===== config.mk =====
export PLATFORM = sky130hd
export DESIGN_NAME = cla_stream_sequencer
export DESIGN_NICKNAME = d
export VERILOG_FILES = /design/src/rtl/cla_stream_sequencer_pkg.sv /design/src/rtl/cla_stream_sequencer.sv
export SDC_FILE = /design/constraint.sdc
export NUM_CORES = 1
export LEC_CHECK = 0
export BUFFER_PORTS_ARGS = -buffer_cell sky130_fd_sc_hd__buf_2
export CAP_MARGIN = 25
export CORE_ASPECT_RATIO = 1.4
export CORE_MARGIN = 4
export CORE_UTILIZATION = 25
export CTS_BUF_LIST = sky130_fd_sc_hd__clkbuf_16
export DETAILED_ROUTE_END_ITERATION = 8
export GPL_TIMING_DRIVEN = 1
export SLEW_MARGIN = 10
export SYNTH_ARGS = -nofsm -noshare
export SYNTH_HDL_FRONTEND = slang
export SYNTH_SLANG_ARGS = --single-unit

===== constraint.sdc =====
create_clock -name clk_i -period 4.69 [get_ports clk_i]
set_input_delay 0.469 -clock clk_i [delete_from_list [all_inputs] [get_ports clk_i]]
set_output_delay 0.469 -clock clk_i [all_outputs]
set_load 0.05 [all_outputs]

===== src/rtl/cla_stream_sequencer_pkg.sv =====
// Shared definitions for the CLA stream sequencer.
//   - seq_state_e : sequencer FSM states
//   - DefaultN/W  : default operand width and stream beat width
//   - calc_beats  : beats per operand/result
//   - idx_width   : beat-index register width (at least 1 bit)
package cla_stream_sequencer_pkg;

    typedef enum logic [1:0] {
        StLoadA = 2'd0,
        StLoadB = 2'd1,
        StAdd   = 2'd2,
        StDrain = 2'd3
    } seq_state_e;

    localparam int unsigned DefaultN = 256;
    localparam int unsigned DefaultW = 32;

    function automatic int unsigned calc_beats(input int unsigned n, input int unsigned w);
        return n / w;
    endfunction

    function automatic int unsigned idx_width(input int unsigned beats);
        return (beats <= 1) ? 1 : $clog2(beats);
    endfunction

endpackage


===== src/rtl/cla_stream_sequencer.sv =====
// Stream sequencer for an external combinational N-bit adder.
// Collects operand A then operand B as BEATS W-bit beats (LS beat first), holds them on the
// adder inputs, captures sum/carry-out after a single ADD cycle and drains the sum as BEATS
// W-bit beats. Chain mode reuses the previous carry-out as carry-in.
// Ports:
//   clk_i, rst_ni                        clock, async active-low reset
//   in_valid_i/in_ready_o/in_data_i      operand input stream
//   in_cin_i, in_chain_i                 carry-in / chain enable, taken on first A beat
//   add_a_o/add_b_o/add_cin_o            drive to adder
//   add_s_i/add_cout_i                   result from adder
//   out_valid_o/out_ready_i/out_data_o   result output stream
//   out_last_o, out_cout_o               final-beat marker, captured carry-out
//   busy_o                               op in progress
module cla_stream_sequencer
    import cla_stream_sequencer_pkg::*;
#(
    parameter int unsigned N = DefaultN,
    parameter int unsigned W = DefaultW
) (
    input  logic         clk_i,
    input  logic         rst_ni,
    input  logic         in_valid_i,
    output logic         in_ready_o,
    input  logic [W-1:0] in_data_i,
    input  logic         in_cin_i,
    input  logic         in_chain_i,
    output logic [N-1:0] add_a_o,
    output logic [N-1:0] add_b_o,
    output logic         add_cin_o,
    input  logic [N-1:0] add_s_i,
    input  logic         add_cout_i,
    output logic         out_valid_o,
    input  logic         out_ready_i,
    output logic [W-1:0] out_data_o,
    output logic         out_last_o,
    output logic         out_cout_o,
    output logic         busy_o
);

    localparam int unsigned BEATS = calc_beats(N, W);
    localparam int unsigned IdxW  = idx_width(BEATS);
    localparam logic [IdxW-1:0] LastIdx = IdxW'(BEATS - 1);
    localparam logic [IdxW-1:0] IdxOne  = IdxW'(1);

    if ((W == 0) || ((N % W) != 0)) begin : gen_bad_width
        $error("cla_stream_sequencer: N must be a non-zero integer multiple of W");
    end

    seq_state_e    state_q;
    logic [IdxW-1:0] idx_q;
    logic [N-1:0]  a_q, b_q, s_q;
    logic          cin_q, cout_q;
    logic          in_ready_q, out_valid_q, out_last_q, busy_q;

    logic in_hs, out_hs;
    assign in_hs  = in_valid_i & in_ready_q;
    assign out_hs = out_valid_q & out_ready_i;

    always_ff @(posedge clk_i or negedge rst_ni) begin
        if (!rst_ni) begin
            state_q     <= StLoadA;
            idx_q       <= '0;
            a_q         <= '0;
            b_q         <= '0;
            s_q         <= '0;
            cin_q       <= 1'b0;
            cout_q      <= 1'b0;
            in_ready_q  <= 1'b1;
            out_valid_q <= 1'b0;
            out_last_q  <= 1'b0;
            busy_q      <= 1'b0;
        end else begin
            unique case (state_q)
                StLoadA: begin
                    if (in_hs) begin
                        a_q[idx_q*W +: W] <= in_data_i;
                        busy_q            <= 1'b1;
                        if (idx_q == '0) begin
                            cin_q <= in_chain_i ? cout_q : in_cin_i;
                        end
                        if (idx_q == LastIdx) begin
                            idx_q   <= '0;
                            state_q <= StLoadB;
                        end else begin
                            idx_q <= idx_q + IdxOne;
                        end
                    end
                end
                StLoadB: begin
                    if (in_hs) begin
                        b_q[idx_q*W +: W] <= in_data_i;
                        if (idx_q == LastIdx) begin
                            idx_q      <= '0;
                            state_q    <= StAdd;
                            in_ready_q <= 1'b0;
                        end else begin
                            idx_q <= idx_q + IdxOne;
                        end
                    end
                end
                StAdd: begin
                    // Adder inputs have been stable for this whole cycle.
                    s_q         <= add_s_i;
                    cout_q      <= add_cout_i;
                    state_q     <= StDrain;
                    out_valid_q <= 1'b1;
                    out_last_q  <= (BEATS == 1);
                end
                StDrain: begin
                    if (out_hs) begin
                        if (idx_q == LastIdx) begin
                            idx_q       <= '0;
                            state_q     <= StLoadA;
                            out_valid_q <= 1'b0;
                            out_last_q  <= 1'b0;
                            in_ready_q  <= 1'b1;
                            busy_q      <= 1'b0;
                        end else begin
                            idx_q      <= idx_q + IdxOne;
                            out_last_q <= ((idx_q + IdxOne) == LastIdx);
                        end
                    end
                end
            endcase
        end
    end

    assign add_a_o     = a_q;
    assign add_b_o     = b_q;
    assign add_cin_o   = cin_q;
    assign in_ready_o  = in_ready_q;
    assign out_valid_o = out_valid_q;
    assign out_last_o  = out_last_q;
    assign out_cout_o  = cout_q;
    assign busy_o      = busy_q;
    // s_q is read out only while draining; otherwise the beat bus is held at zero.
    assign out_data_o  = out_valid_q ? s_q[idx_q*W +: W] : '0;

endmodule


==> qor.yml <==
place_area_um2: 38400
final.setup_skew_ns: 0.0214
clk_pin_slew_worst_paths_ns: 0.06
fp.dieArea_um2: 134000
portBuffers: 844
layout_min_cycle_time_ns: 3.55
synth.distinct_cells: 39
syn_avg_cell_area_um2: 15.4
hold_depth: 2
row_count: 155
ctsHtreeMaxLevel: 3
post-route-period-util: 0.757
cp_cell_sequence: "buf_12 -> mux4_2 -> o22ai_1 -> nor2_1 -> buf_2"
grt_max_degree: 103
ir_worst_vdd_uv: 328
grt-ovfl-total: 0
cts_setup_buffers: 0
rr_worst_depth: 7
ios: 845
path_class: "reg -> out"
synthFlopType: "dfrtp_1"
synthArstFlopShare: 1.00
synth_top_family_by_area: "multiplexers"
min_path_type: "in -> reg"
synth-xor-area-share: 0
synth-compound-area-share: 0.0146
groute.usage.overall: 0.174
gp_congestion: 0.826
fin_tns_setup_ns: 0
power.switching_mw: 3.11
cts_tree: "built"
grt_pass1_wl_um: 173000
clock_sinks: 779
initial_core_util: 0.251
slowest_delay_ns: 0.63
leakage_nw: 23.6
critical-path-slowest-cell: "mux4_2"
dr.pass1.iters: 6
synth-seq-cells: 779
synth_area_um2: 32000
fp.dieH_um: 432
area_delta_synth_final_pct: 35.4
ant_nets: 0
cp_data_arrival_time_ns: 3.08
place_hpwl_um: 85200
maxCapViolCount: 0
drive_above_1_share: 0.585
switching_share: 0.229
worst_pin_slew_ns: 1.02
die_w_um: 311
synth_edf_count: 0
finalHoldViolCount: 0
muxShareOfSynthArea: 0.317
seq_area_frac_synth: 0.609
status: "finished clean"
yosysWarnings: 0
clk_latency_ns: 0.68
fmax_ghz: 0.282
cp.required_ns: 4.22
rsz0062_at_grt: "false"
synthAdderAreaFrac: 0.00391
grt_pass1_vias: 24338
root_buffer: "clkbuf_16"
core-area_um2: 127000
slew_viol_final: 0
fin_nets: 3475
cp-end-kind: "output port"
drc: 0
antenna_found_initial: 14
clockBufferDepth: 3
p_int_mw: 10.5
synthSimpleGateAreaFrac: 0.0366
syn_inst: 2080
critPathLaunchType: "register"
cts_buffers: 80
power_frac_clock: 0.465
combPwrFrac: 0.040
wl_per_cell_um: 24.5
wl_um: 119000
routed_via_density: 4.57
powerDensity_nw_per_um2: 313
setup_viol: 0
fin_area_um2: 43400
slew_headroom: 0.318
drtIter0Drc: 982
seqPwrFrac: 0.495
critPathMaxFanout: 98
vias: 22292
syn_nets: 2385
-- placed cells by master, fill, tap and decap left out, types with 4 or more instances in the layout --
master	n
dlygate4sd3_1	246
dfrtp_1	776
o22ai_1	32
bufinv_16	6
clkinvlp_4	5
buf_12	15
nand4_1	10
mux4_2	32
and2_1	64
clkinv_2	10
inv_6	4
clkinv_1	16
ha_1	8
and3_1	66
buf_4	36
o21ai_0	32
clkbuf_16	81
nor2_1	37
a22o_1	4
inv_1	17
buf_2	843
nand2_1	4
mux2_2	833
diode_2	6
-- flip-flops by register name, indices dropped and copies added (netlist names) --
signal,flops
out_cout_o,1
idx_q,3
in_ready_o,1
add_a_o,256
out_valid_o,1
add_b_o,256
state_q,2
busy_o,1
out_last_o,1
add_cin_o,1
s_q,256
-- power by group through the flow --
stage               clock network [mW]  registers (mW)  logic [mW]
finish                            6.31            6.72       0.545
global route                      6.74            6.71       0.601
CTS                               6.53            6.72       0.557
detailed placement                   0            6.84       0.388
global placement                     0            6.84       0.384
floorplan                            0            6.85      0.0321
-- synthesized netlist by cell type (all sizes together), types with 4 or more instances --
master	instances	share of area
clkbuf	70	0.0082
nand2	6	0.00070
o21ai	32	0.0050
inv	5	0.00059
mux2	836	0.29
dfrtp	778	0.61
nor2	38	0.0045
mux4	32	0.022
and3	66	0.013
nand3	5	0.00078
and2	64	0.012
o22ai	32	0.0062
nand4	10	0.0020
buf	63	0.010
ha	10	0.0039
a22o	4	0.0011
-- critical path, delay by kind of cell, from the launching register on --
family | cells | cell delay, ns
flops | 1 | 0.51
mux | 1 | 0.63
compound gates | 1 | 0.26
buf+inv | 2 | 0.61
simple gates | 1 | 0.08
-- stage by stage --
| step | cells | hold WS, ns | setup WS [ns] | util | total power, mW |
|---|---|---|---|---|---|
| 3_5_place_dp | 4490 | 0.483 | 1.40 | 0.301 | 7.23 |
| 5_1_grt | 4881 | 0.0277 | 0.969 | 0.340 | 14.1 |
| 6_report | 4881 | 0.0973 | 1.14 | 0.340 | 13.6 |
| 4_1_cts | 4875 | 0.0126 | 1.01 | 0.340 | 13.8 |
| 2_1_floorplan | 2080 | 0.173 | 1.66 | - | 6.88 |
| 3_3_place_gp | 4490 | 0.468 | 1.43 | 0.301 | 7.23 |
-- routing by layer --
metal  vias to the layer above  global-route usage  share of wire  wire length [um]
li1                       9689                   -              -                 -
met1                     11563               0.200           0.39             46500
met2                       851               0.307           0.50             60100
met3                       185              0.0510          0.071              8500
met4                         4              0.0674          0.036              4300
met5                         -                   0        0.00019                23
-- final cells by class --
class	instances	area, um2
Multi-Input combinational cell	1162	12000
Sequential cell	779	19500
Fill cell	12477	84000
Clock inverter	58	483
Inverter	6	22.5
Timing Repair Buffer	1141	7270
Antenna cell	6	15.0
Tap cell	1648	2060
Clock buffer	81	2030
-- path summary, 6_finish.rpt --
kind                              start             end  slack [ns]
min                        add_s_i[123]        s_q[123]         0.1
min in group asynchronous        rst_ni    add_a_o[141]        0.49
max in group asynchronous        rst_ni        s_q[197]        2.97
max reg2reg                    idx_q[0]    add_a_o[106]        1.41
max                            idx_q[0]  out_data_o[20]        1.14
min reg2reg                add_b_o[111]    add_b_o[111]        0.49
-- cells by family after synthesis --
group / Yosys count
AOI/OAI and AO/OA: 78
muxes: 871
DFF: 779
buffers and inverters: 139
adders and majority gates: 10
and+or+nand+nor: 203
-- what timing repair did --
| item | CTS | global route |
|---|---|---|
| hold buffers | 246 | 0 |
| hold endpoints to repair | 333 | 0 |
| gates resized for setup | 0 | 0 |
Power figures use the tool's default switching activity.
